--- config.mk ---
export PLATFORM = sky130hd
export DESIGN_NAME = gpio_bank_controller
export DESIGN_NICKNAME = d
export VERILOG_FILES = /design/src/rtl/gpio_bank_controller.sv
export SDC_FILE = /design/constraint.sdc
export NUM_CORES = 1
export LEC_CHECK = 0
export CAP_MARGIN = 20
export CORE_ASPECT_RATIO = 0.6
export CORE_UTILIZATION = 35
export CTS_CLUSTER_SIZE = 8
export DETAILED_ROUTE_END_ITERATION = 12
export PLACE_DENSITY = 0.65
export SLEW_MARGIN = 20
export SYNTH_ARGS = -nofsm -noshare
export SYNTH_HDL_FRONTEND = slang
export SYNTH_SLANG_ARGS = --single-unit
--- constraint.sdc ---
create_clock -name clk -period 2.5 [get_ports clk]
set_input_delay 0.25 -clock clk [delete_from_list [all_inputs] [get_ports clk]]
set_output_delay 0.25 -clock clk [all_outputs]
set_load 0.02 [all_outputs]
--- src/rtl/gpio_bank_controller.sv ---
// Memory-mapped GPIO bank: output/direction registers, atomic SET/CLR/TGL writes,
// synchronised pin inputs and per-pin edge interrupts with sticky W1C status.
module gpio_bank_controller #(
  parameter int unsigned           DATA_WIDTH  = 32,
  parameter int unsigned           ADDR_WIDTH  = 32,
  parameter int unsigned           GPIO_WIDTH  = 8,
  parameter logic [ADDR_WIDTH-1:0] BASE_ADDR   = ADDR_WIDTH'(32'h1001_0024),
  parameter int unsigned           SYNC_STAGES = 2
) (
  input  logic                  clk,
  input  logic                  reset,
  input  logic [ADDR_WIDTH-1:0] addr_ram,
  input  logic [DATA_WIDTH-1:0] wdata,
  input  logic                  enable_sw,
  output logic [DATA_WIDTH-1:0] rdata,
  input  logic [GPIO_WIDTH-1:0] gpio_in,
  output logic [GPIO_WIDTH-1:0] gpio_out,
  output logic [GPIO_WIDTH-1:0] gpio_oe,
  output logic                  irq,
  output logic                  demuxSelector
);

  localparam int unsigned REG_COUNT = 9;
  localparam int unsigned IDX_WIDTH = 4;

  typedef enum logic [IDX_WIDTH-1:0] {
    REG_OUT        = 4'd0,
    REG_SET        = 4'd1,
    REG_CLR        = 4'd2,
    REG_TGL        = 4'd3,
    REG_DIR        = 4'd4,
    REG_IN         = 4'd5,
    REG_IRQ_EN     = 4'd6,
    REG_IRQ_POL    = 4'd7,
    REG_IRQ_STATUS = 4'd8
  } reg_idx_e;

  logic [ADDR_WIDTH-1:0] offset;
  logic                  hit;
  reg_idx_e              idx;
  logic                  wr_en;
  logic [GPIO_WIDTH-1:0] wbits;

  logic [GPIO_WIDTH-1:0] out_q, out_d;
  logic [GPIO_WIDTH-1:0] dir_q, dir_d;
  logic [GPIO_WIDTH-1:0] irq_en_q, irq_en_d;
  logic [GPIO_WIDTH-1:0] irq_pol_q, irq_pol_d;
  logic [GPIO_WIDTH-1:0] irq_status_q, irq_status_d;
  logic [GPIO_WIDTH-1:0] w1c_mask;
  logic                  demux_q;

  logic [GPIO_WIDTH-1:0] sync_q [SYNC_STAGES];
  logic [GPIO_WIDTH-1:0] in_sync;
  logic [GPIO_WIDTH-1:0] in_prev_q;
  logic [GPIO_WIDTH-1:0] rise;
  logic [GPIO_WIDTH-1:0] fall;
  logic [GPIO_WIDTH-1:0] edge_event;
  logic [GPIO_WIDTH-1:0] rd_bits;

  // Address decode: exact word hits only; addresses below BASE_ADDR wrap high and miss.
  assign offset = addr_ram - BASE_ADDR;
  assign hit    = (offset[1:0] == 2'b00) && (offset < ADDR_WIDTH'(REG_COUNT * 4));
  assign idx    = reg_idx_e'(offset[IDX_WIDTH+1:2]);
  assign wr_en  = enable_sw && hit;
  assign wbits  = wdata[GPIO_WIDTH-1:0];

  // Upper write-data bits carry no register state.
  if (DATA_WIDTH > GPIO_WIDTH) begin : g_wdata_upper
    logic unused_wdata_upper;
    assign unused_wdata_upper = ^wdata[DATA_WIDTH-1:GPIO_WIDTH];
  end

  // Edge detection on the synchronised pins; output pins never raise status.
  assign in_sync    = sync_q[SYNC_STAGES-1];
  assign rise       = in_sync & ~in_prev_q;
  assign fall       = ~in_sync & in_prev_q;
  assign edge_event = ((irq_pol_q & rise) | (~irq_pol_q & fall)) & irq_en_q & ~dir_q;

  // Register next-state; a same-cycle edge event wins over a W1C of that bit.
  always_comb begin
    out_d     = out_q;
    dir_d     = dir_q;
    irq_en_d  = irq_en_q;
    irq_pol_d = irq_pol_q;
    w1c_mask  = '0;
    if (wr_en) begin
      case (idx)
        REG_OUT:        out_d     = wbits;
        REG_SET:        out_d     = out_q | wbits;
        REG_CLR:        out_d     = out_q & ~wbits;
        REG_TGL:        out_d     = out_q ^ wbits;
        REG_DIR:        dir_d     = wbits;
        REG_IRQ_EN:     irq_en_d  = wbits;
        REG_IRQ_POL:    irq_pol_d = wbits;
        REG_IRQ_STATUS: w1c_mask  = wbits;
        default:        ;
      endcase
    end
    irq_status_d = edge_event | (irq_status_q & ~w1c_mask);
  end

  // Combinational read mux; write-only strobes and misses read as zero.
  always_comb begin
    rd_bits = '0;
    if (hit) begin
      case (idx)
        REG_OUT:        rd_bits = out_q;
        REG_DIR:        rd_bits = dir_q;
        REG_IN:         rd_bits = in_sync;
        REG_IRQ_EN:     rd_bits = irq_en_q;
        REG_IRQ_POL:    rd_bits = irq_pol_q;
        REG_IRQ_STATUS: rd_bits = irq_status_q;
        default:        rd_bits = '0;
      endcase
    end
  end

  assign rdata = DATA_WIDTH'(rd_bits);

  // Pin synchroniser chain plus one-cycle history for edge detection.
  always_ff @(posedge clk or negedge reset) begin
    if (!reset) begin
      for (int unsigned s = 0; s < SYNC_STAGES; s++) begin
        sync_q[s] <= '0;
      end
      in_prev_q <= '0;
    end else begin
      sync_q[0] <= gpio_in;
      for (int unsigned s = 1; s < SYNC_STAGES; s++) begin
        sync_q[s] <= sync_q[s-1];
      end
      in_prev_q <= in_sync;
    end
  end

  // Control/status register state.
  always_ff @(posedge clk or negedge reset) begin
    if (!reset) begin
      out_q        <= '0;
      dir_q        <= '0;
      irq_en_q     <= '0;
      irq_pol_q    <= '0;
      irq_status_q <= '0;
      demux_q      <= 1'b0;
    end else begin
      out_q        <= out_d;
      dir_q        <= dir_d;
      irq_en_q     <= irq_en_d;
      irq_pol_q    <= irq_pol_d;
      irq_status_q <= irq_status_d;
      demux_q      <= demux_q | wr_en;
    end
  end

  assign gpio_out      = out_q;
  assign gpio_oe       = dir_q;
  assign irq           = |irq_status_q;
  assign demuxSelector = demux_q;

endmodule

**Word-level counts from Yosys, hierarchy flattened**

Index checks and enable logic that the tools add are counted.

- Bitwise gates (word level): 19
- $add $sub $neg: 1
- Order comparisons: 1
- Equal/unequal tests: 8
- Reduce and logical (&&, ||, !) cells: 10
- Muxes and demuxes: 5

Operators with widths:

| kind | count |
|---|---|
| bitwise AND 8 bit | 8 |
| inverter 8 bit | 6 |
| case mux 8 bit (6 select lines) | 1 |
| < comparator 32 x 6 -> 1 bit, second input constant | 1 |
| case mux 8 bit (4 select lines) | 1 |
| subtractor 32 x 29 -> 32 bit, second input constant | 1 |
| two-way mux 8 bit | 3 |
| OR 8 bit | 3 |
| equality test 4 x 3 -> 1 bit, second input constant | 4 |
| equality test 4 x 2 -> 1 bit, second input constant | 2 |
| AND reduction 2 bit | 4 |
| OR reduction 8 bit | 1 |
| XOR 8 bit | 1 |
| equality test 4 x 1 -> 1 bit, second input constant | 1 |
| equality test 4 bit, second input constant | 1 |
| logical NOT 4 bit | 1 |
| nonzero test 4 bit | 1 |
| logical AND 1 bit | 2 |
| logical NOT 2 bit | 1 |
| OR 1 bit | 1 |

- Logic and storage cells: 53
- Flip-flop bits (word level): 65
- Input bits: 75

**Depth between registers and ports, before layout**

Gate-level depths: netlist of the first run.

- Word-level depth: 8
- Depth in mapped cells: 9
- Gate-level depth less buffers: 7

**Worst setup path before layout of the first run**

Ideal clock, no wire load.

- Path type: input to output
- Start point: in addr_ram[17]
- End point: out rdata[0]
- Arrival: 2.661 ns
- Required time: 2.250 ns
- Buffers on the path: 1
- Stages: 8
- Setup slack: -0.411 ns
- Cell sequence: or4b_4 -> a31oi_1 -> a2111oi_1 -> or3b_1 -> a2111o_2 -> or2_2 -> clkbuf_1 -> nor2_1

- Longest elaborated chain between the ends: 4

RTL lines:

| item | RTL line | source |
|---|---|---|
| from (decl) | 12 | `input logic [ADDR_WIDTH-1:0] addr_ram,` |
| subtractor 32 x 29 -> 32 bit | 61 | `assign offset = addr_ram - BASE_ADDR;` |
| < comparator 32 x 6 -> 1 bit | 62 | `assign hit = (offset[1:0] == 2'b00) && (offset < ADDR_WIDTH'(REG_COUNT * 4));` |
| logical AND 1 bit | 62 |  |
| two-way mux 8 bit | 105 | `if (hit) begin` |
| to (decl) | 15 | `output logic [DATA_WIDTH-1:0] rdata,` |

No other way between the ends.

**Worst setup path after layout of the first run**

- Start point: in addr_ram[17]
- End point: out rdata[6]

The elaborated chain is that of the path after synthesis.

==> key figures, run 1 <==
Outcome
  • Result of the run: complete, but fails checks
  • Failing checks: setup timing

Floorplanning
  • Die Width: 140 um
  • Placement row count: 29
  • Y dimension of the die: 85.1 um
  • DIE AREA: 12,000 um^2
  • Area of the core: 10,900 um^2
  • Boundary Pins: 125
  • Initial Util: 0.370

Setup path
  • Start point of the critical path: addr_ram[17]
  • Most used cell along the critical path: sky130_fd_sc_hd__buf_6
  • CP top delay family: simple AND/OR/NAND/NOR gates
  • Register-to-Register Setup Slack: 1.06 ns
  • Capturing element type of the critical path: output pin
  • Category of the most critical setup path: input port to output pin
  • Worst Path Required: 2.25 ns
  • Data arrival time of the critical path: 2.65 ns
  • Type of element launching the critical path: input port
  • CP max-delay cell: sky130_fd_sc_hd__or4b_4
  • RR Startpoint: gpio_out[6]$_DFFE_PN0P_
  • Sum of buffers and inverters on the critical path: 2
  • CP max stage delay: 0.56 ns
  • Peak fanout along the critical path: 8
  • Ordered cell list for the critical path: buf_6 -> or4b_4 -> a31oi_4 -> a2111oi_4 -> or3b_1 -> a2111o_2 -> or2_4 -> nor2_4 -> buf_6

STA
  • Fin. Hold Viols: 0
  • Shortest period the worst path allows: ~2.9 ns
  • Maximum achievable frequency: 345 MHz
  • Setup repair after global routing missed its margin: true
  • Slew of the pin with the lowest slew margin: 0.825 ns
  • Final Cycle Share: 1.16
  • Max-slew violation total from the final report: 0
  • Setup Viol. Count Final: 40
  • Setup clock skew after layout: 0.00705 ns
  • Worst slew slack as a fraction of its limit: 0.450
  • PnR worst setup slack: -0.395 ns

Power and ir drop
  • Largest vdd supply drop: around 370 uV
  • Pwr per Cell Area: 455 nW/um^2
  • Leakage power summed over all cells: 2.74 nW
  • PnR Total Power: 2.81 mW

Place
  • Global placer's final weighted congestion: 0.902
  • Hpwl dp: between 9 and 10 mm
  • DP Cell Count: 672
  • IO buf count: 76

CTS
  • Max Buffers Root-to-Sink: 2
  • Clock tree from TritonCTS: done
  • Count of H-tree levels built during CTS: 3
  • Worst-Skew Late Latency: 0.33 ns
  • Number of clock buffers inserted by TritonCTS: 9
  • Clock edge transition at the registers on the reported setup and hold paths: 0.06 ns
  • Number of sinks handled by clock tree synthesis: 65
  • Root buffer cell: sky130_fd_sc_hd__clkbuf_16

Synthesis
  • Yosys top cell by area: sky130_fd_sc_hd__dfrtp_1
  • Area contributors post-synth: sky130_fd_sc_hd__dfrtp_1 40%, sky130_fd_sc_hd__mux2_2 11%, sky130_fd_sc_hd__ha_1 5.0%, sky130_fd_sc_hd__buf_4 4.5%, sky130_fd_sc_hd__o21ai_0 3.4%
  • Post-Synth Adder-Cell Area: 0.0497
  • Fraction of the mapped netlist area in compound gates: 0.147
  • Combinational family with the most area after synthesis: simple AND/OR/NAND/NOR gates
  • #FFs+latches synth: 65
  • Area fraction in and, or, nand and nor cells after synthesis: 0.177
  • Count of yosys warnings during synthesis: 0
  • Most frequently used flop master after synthesis: sky130_fd_sc_hd__dfrtp_1
  • Synth cell types: between 50 and 60
  • Area share of the leading cell type in the synthesized netlist: 0.404
  • Area of the mapped netlist: 4030 um^2
  • Post-synth ARST share: 1.00
  • Leading cell type by number of instances after synthesis: sky130_fd_sc_hd__dfrtp_1
  • Share of synthesized area occupied by flip-flops and latches: 0.404
  • Post-synth top cells: 65 x sky130_fd_sc_hd__dfrtp_1, 40 x sky130_fd_sc_hd__mux2_2, 31 x sky130_fd_sc_hd__nand2_1
  • Synth Instances: 405
  • Avg Inst Size Synth: 9.94 um^2
  • Post-synthesis xor/xnor area fraction: 0.00435
  • Proportion of synthesized area in mux cells: 0.137
  • Number of enable-type register cells in the synthesized netlist: 0

Cells and area
  • Antenna diodes: 0
  • Growth of design area from synthesis to finish: 53.2%
  • Post-layout utilization of the core: 0.567
  • Final nets: 650
  • Final standard cell count with taps included and fillers excluded: 703
  • Fraction of final layout cells sized beyond drive strength 1: 0.349

Routing
  • Via total after detailed routing: a little under 4,000
  • Vias per std cell: 5.48
  • Number of iterations in the first detailed-routing pass: 6
  • Detailed Route Iter0 Violations: 255
  • Routed WL per cell: about 19 um
  • Number of remaining DRC errors: 0
  • Number of nets still failing antenna checks after routing: 0
  • Detailed Route WL: 13.4 mm

Global route
  • Tot GR Track Use: 0.230
  • Largest net degree at the start of global routing: 66
  • Wire length of the first global-routing pass: 20.9 mm
  • Vias in the first global route: 3,855
  • Initial antenna violation count: 0
  • Leftover overflow at the end of global routing: 0

Job
  • Max-capacitance violation count: 0

Hold path
  • Class of the most critical hold timing path: input port to async pin
[metal layers]
| metal | global-route usage | wire length (um) |
|---|---|---|
| met1 | 0.326 | 6120 |
| met2 | 0.353 | 6080 |
| met3 | 0.0626 | 1080 |
| met4 | 0.0504 | 160 |
| met5 | 0 | 0 |
[sequential cells by signal, indices dropped and copies added (netlist names)]
name / flops
irq_status_q: 8
irq_en_q: 8
gpio_out: 8
gpio_oe: 8
irq_pol_q: 8
sync_q: 8
in_sync: 8
in_prev_q: 8
demuxSelector: 1
[path summary, 6_finish.rpt]
check	end	depth (start not counted)
max in group asynchronous	in_sync[2]$_DFF_PN0_	2
min in group clk	in_sync[7]$_DFF_PN0_	0
setup reg to reg	gpio_out[6]$_DFFE_PN0P_	6
hold reg to reg	in_sync[7]$_DFF_PN0_	0
hold / removal	in_sync[5]$_DFF_PN0_	2
setup / recovery	rdata[6]	9
[final cells by class]
type / instances / area (um^2)
clock buffers: 11 / 253
clock inverters: 5 / 62.6
fillers: 914 / 4720
inverters: 19 / 71.3
multi-input cells: 303 / 2470
flip-flops and latches: 65 / 1630
well taps: 139 / 174
repair buffers: 161 / 1510
[per-stage QoR]
| stage | cell area, um^2 | hold WS (ns) | worst slack, ns | setup TNS (ns) |
|---|---|---|---|---|
| 2_1_floorplan | 4230 | -0.0456 | -0.238 | -8.76 |
| 3_3_place_gp | 5460 | 0.332 | -1.13 | -36.88 |
| 3_5_place_dp | 5460 | 0.335 | -1.16 | -38.44 |
| 4_1_cts | 5900 | 0.140 | -0.372 | -6.60 |
| 5_1_grt | 6170 | 0.167 | -0.465 | -13.58 |
| 6_report | 6170 | 0.103 | -0.395 | -10.60 |
[worst register-to-register path: stages, from the launching register on]
cell,delay [ns]
sky130_fd_sc_hd__dfrtp_1,0.42
sky130_fd_sc_hd__inv_1,0.08
sky130_fd_sc_hd__ha_1,0.28
sky130_fd_sc_hd__o21ai_0,0.21
sky130_fd_sc_hd__nand3_1,0.11
sky130_fd_sc_hd__o21ai_0,0.10
sky130_fd_sc_hd__mux2i_1,0.11
[cell usage in the layout (no fill, tap or decap), types with 17 or more instances in the layout]
cell type and instances:
sky130_fd_sc_hd__o21ai_0 26, sky130_fd_sc_hd__mux2_2 29, sky130_fd_sc_hd__conb_1 24, sky130_fd_sc_hd__nand3_1 17
sky130_fd_sc_hd__nand2_1 31, sky130_fd_sc_hd__clkdlybuf4s50_1 42, sky130_fd_sc_hd__buf_6 19, sky130_fd_sc_hd__nor2_1 19
sky130_fd_sc_hd__buf_4 70, sky130_fd_sc_hd__inv_1 18, sky130_fd_sc_hd__dfrtp_1 65
[cell families (layout without fill, tap and decap cells)]
kind of cell               Yosys count  count (layout)
and+or+nand+nor                    128             128
DFF                                 65              65
AOI/OAI and AO/OA                   83              83
buffers and inverters               60             196
xor gates and xnor gates             2               2
other                                1              24
adders and majority gates           16              16
muxes                               50              50
[where the power goes]
| group | internal [mW] | switching [mW] |
|---|---|---|
| combinational | 0.179 | 0.232 |
| sequential | 1.07 | 0.0116 |
| clock | 0.831 | 0.479 |
[timing repair]
item,4_1_cts,5_1_grt
buffers inserted,5,9
gates resized for setup,98,48
pin swaps,16,32
cloned,0,1
hold buffers,0,0
endpoints found under the setup margin,48,46
(Power assumes the default switching activity.)
==> run 2: changes to the inputs <==
--- a/config.mk
+++ b/config.mk
@@ -15,3 +15,4 @@
 export SYNTH_ARGS = -nofsm -noshare
 export SYNTH_HDL_FRONTEND = slang
 export SYNTH_SLANG_ARGS = --single-unit
+export TNS_END_PERCENT = 20
==> run 2 against run 1 <==
  * The flow still finishes with violations (setup timing)
  * Clock skew down 0.0047 ns
  * Sequential power about the same
  * Final cell count is 0.28% higher
  * Largest power group unchanged
  * Largest cell class unchanged
  * Highest routed layer unchanged
  * Combinational power about the same
  * Sequential share of layout area increased by 0.51 points
  * Global-route usage is 0.22 points lower
  * Cell area down 1.9%
==> key figures, run 2 (synthesis gave the netlist of run 1 again) <==
Floorplanning
  • DIE AREA: 12,000 um^2
  • Area of the core: 10,900 um^2
  • Initial Util: 0.370
  • Boundary Pins: 125
  • Y dimension of the die: 85.1 um
  • Placement row count: 29
  • Die Width: approximately 140 um

Power and ir drop
  • Leakage power summed over all cells: 2.66 nW
  • Pwr per Cell Area: 469 nW/um^2
  • Largest vdd supply drop: 346 uV

Setup path
  • Peak fanout along the critical path: 8
  • Capturing element type of the critical path: output pin
  • Most used cell along the critical path: sky130_fd_sc_hd__buf_6
  • Data arrival time of the critical path: ~2.7 ns
  • Type of element launching the critical path: input port
  • CP max stage delay: 0.55 ns
  • CP max-delay cell: sky130_fd_sc_hd__or4b_4
  • Category of the most critical setup path: input port to output pin
  • Worst Path Required: 2.25 ns
  • Ordered cell list for the critical path: buf_6 -> or4b_4 -> a31oi_4 -> a2111oi_4 -> or3b_1 -> a2111o_2 -> or2_4 -> nor2_4 -> buf_6

STA
  • Setup Viol. Count Final: 47
  • Max-slew violation total from the final report: 0
  • Final Cycle Share: 1.16
  • Slew of the pin with the lowest slew margin: 0.920 ns
  • PnR worst setup slack: -0.406 ns
  • Maximum achievable frequency: 344 MHz
  • Worst slew slack as a fraction of its limit: 0.381
  • Sum of negative setup slack: -10.61 ns
  • Fin. Hold Viols: 0
  • Setup repair after global routing missed its margin: true
  • Setup clock skew after layout: 0.00230 ns
  • Shortest period the worst path allows: 2.91 ns

CTS
  • Count of H-tree levels built during CTS: 3
  • Worst-Skew Late Latency: 0.33 ns
  • Clock tree from TritonCTS: done
  • Root buffer cell: sky130_fd_sc_hd__clkbuf_16
  • Max Buffers Root-to-Sink: 2
  • Number of clock buffers inserted by TritonCTS: 9
  • Number of sinks handled by clock tree synthesis: 65
  • CTS Hold Buffers Added: 0
  • Clock edge transition at the registers on the reported setup and hold paths: 0.05 ns

Routing
  • Number of nets still failing antenna checks after routing: 0
  • Via total after detailed routing: 3,854
  • Detailed Route WL: 13.2 mm
  • Detailed Route Iter0 Violations: roughly 280
  • Number of remaining DRC errors: 0
  • Vias per std cell: ~5.5
  • Routed WL per cell: 18.7 um
  • Number of iterations in the first detailed-routing pass: 8

Outcome
  • Failing checks: setup timing
  • Result of the run: complete, but fails checks

Cells and area
  • Fraction of final layout cells sized beyond drive strength 1: 0.343
  • Antenna diodes: 0
  • Growth of design area from synthesis to finish: 50.3%
  • Post-layout utilization of the core: 0.556
  • Most frequent cells in the layout: 79 x sky130_fd_sc_hd__buf_4, 65 x sky130_fd_sc_hd__dfrtp_1, 46 x sky130_fd_sc_hd__clkdlybuf4s50_1, 34 x sky130_fd_sc_hd__mux2_2, 31 x sky130_fd_sc_hd__nand2_1
  • Final nets: 653
  • Most frequent standard cell in the layout excluding fill and tap cells: sky130_fd_sc_hd__buf_4
  • Final std cell area, no fill: 6050 um^2

Place
  • IO buf count: 76
  • Instance area after placement: 5420 um^2
  • Hpwl dp: slightly above 9 mm
  • Global placer's final weighted congestion: 0.987

Global route
  • Initial antenna violation count: 0
  • Largest net degree at the start of global routing: 41
  • Tot GR Track Use: 0.228
  • Leftover overflow at the end of global routing: 0
  • Wire length of the first global-routing pass: a little over 20 mm
  • Vias in the first global route: between 3,000 and 4,000

Job
  • Max-capacitance violation count: 0

Hold path
  • Class of the most critical hold timing path: input port to async pin
## run 2: changes by cell type in the layout (fill, tap and decap cells not counted), moves of 2 or more
cell	delta
sky130_fd_sc_hd__buf_4	+9
sky130_fd_sc_hd__buf_6	-4
sky130_fd_sc_hd__clkbuf_2	-2
sky130_fd_sc_hd__clkbuf_8	-2
sky130_fd_sc_hd__clkdlybuf4s50_1	+4
sky130_fd_sc_hd__dlygate4sd2_1	+5
sky130_fd_sc_hd__dlymetal6s2s_1	-8
sky130_fd_sc_hd__mux2_2	+5
sky130_fd_sc_hd__mux2_4	-5
sky130_fd_sc_hd__nor3_2	-2
sky130_fd_sc_hd__o31ai_2	+3
sky130_fd_sc_hd__o31ai_4	-3
## run 2: worst max-delay path: cells and delay by family
kind	cells	cell delay [ns]
AOI/OAI and AO/OA	3	0.76
buffers and inverters	2	0.21
and+or+nand+nor	4	1.43
## run 2: routing by layer
metal,global-route usage,vias up,routed length (um)
li1,-,1767,-
met1,0.320,1891,6170
met2,0.340,178,5840
met3,0.0672,18,968
met4,0.0692,0,193
met5,0,-,0
## run 2: path summary, 6_finish.rpt
kind                                         start                       end  slack (ns)  cells after the start
min in group clk               sync_q[8]$_DFF_PN0_      in_sync[0]$_DFF_PN0_        0.35                      0
min                                          reset       sync_q[8]$_DFF_PN0_        0.03                      1
max in group asynchronous                    reset  irq_pol_q[5]$_DFFE_PN0P_        1.72                      2
min reg2reg                    sync_q[8]$_DFF_PN0_      in_sync[0]$_DFF_PN0_        0.35                      0
max reg2reg                gpio_out[7]$_DFFE_PN0P_   gpio_out[7]$_DFFE_PN0P_        1.04                      7
max                                   addr_ram[17]                  rdata[5]       -0.41                      9
## run 2: metrics by stage
| stage | setup slack, ns | hold WS [ns] | cells | total power, mW |
|---|---|---|---|---|
| detailed placement | -1.26 | 0.336 | 672 | 1.48 |
| CTS | -0.348 | 0.0578 | 703 | 2.85 |
| finish | -0.406 | 0.0304 | 705 | 2.84 |
| global placement | -1.13 | 0.331 | 672 | 1.48 |
| floorplan | -0.238 | -0.0456 | 428 | 1.28 |
| global route | -0.450 | 0.0912 | 705 | 2.94 |
## run 2: power breakdown
part	switching (mW)	internal, mW
Sequential	0.0111	1.07
Clock	0.477	0.871
Combinational	0.229	0.179
## run 2: final cells by class
type	instances	area, um^2
multi-input combinational	303	2400
clock inverter	6	92.6
clock buffer	9	225
tap	139	174
inverter	19	71.3
timing repair buffer	164	1460
fill	932	4830
sequential	65	1630
## run 2: timing repair
| item | CTS | global route |
|---|---|---|
| pin swaps | 16 | 15 |
| gates resized for setup | 108 | 19 |
| setup endpoints to repair | 49 | 49 |
| buffers inserted | 17 | 2 |
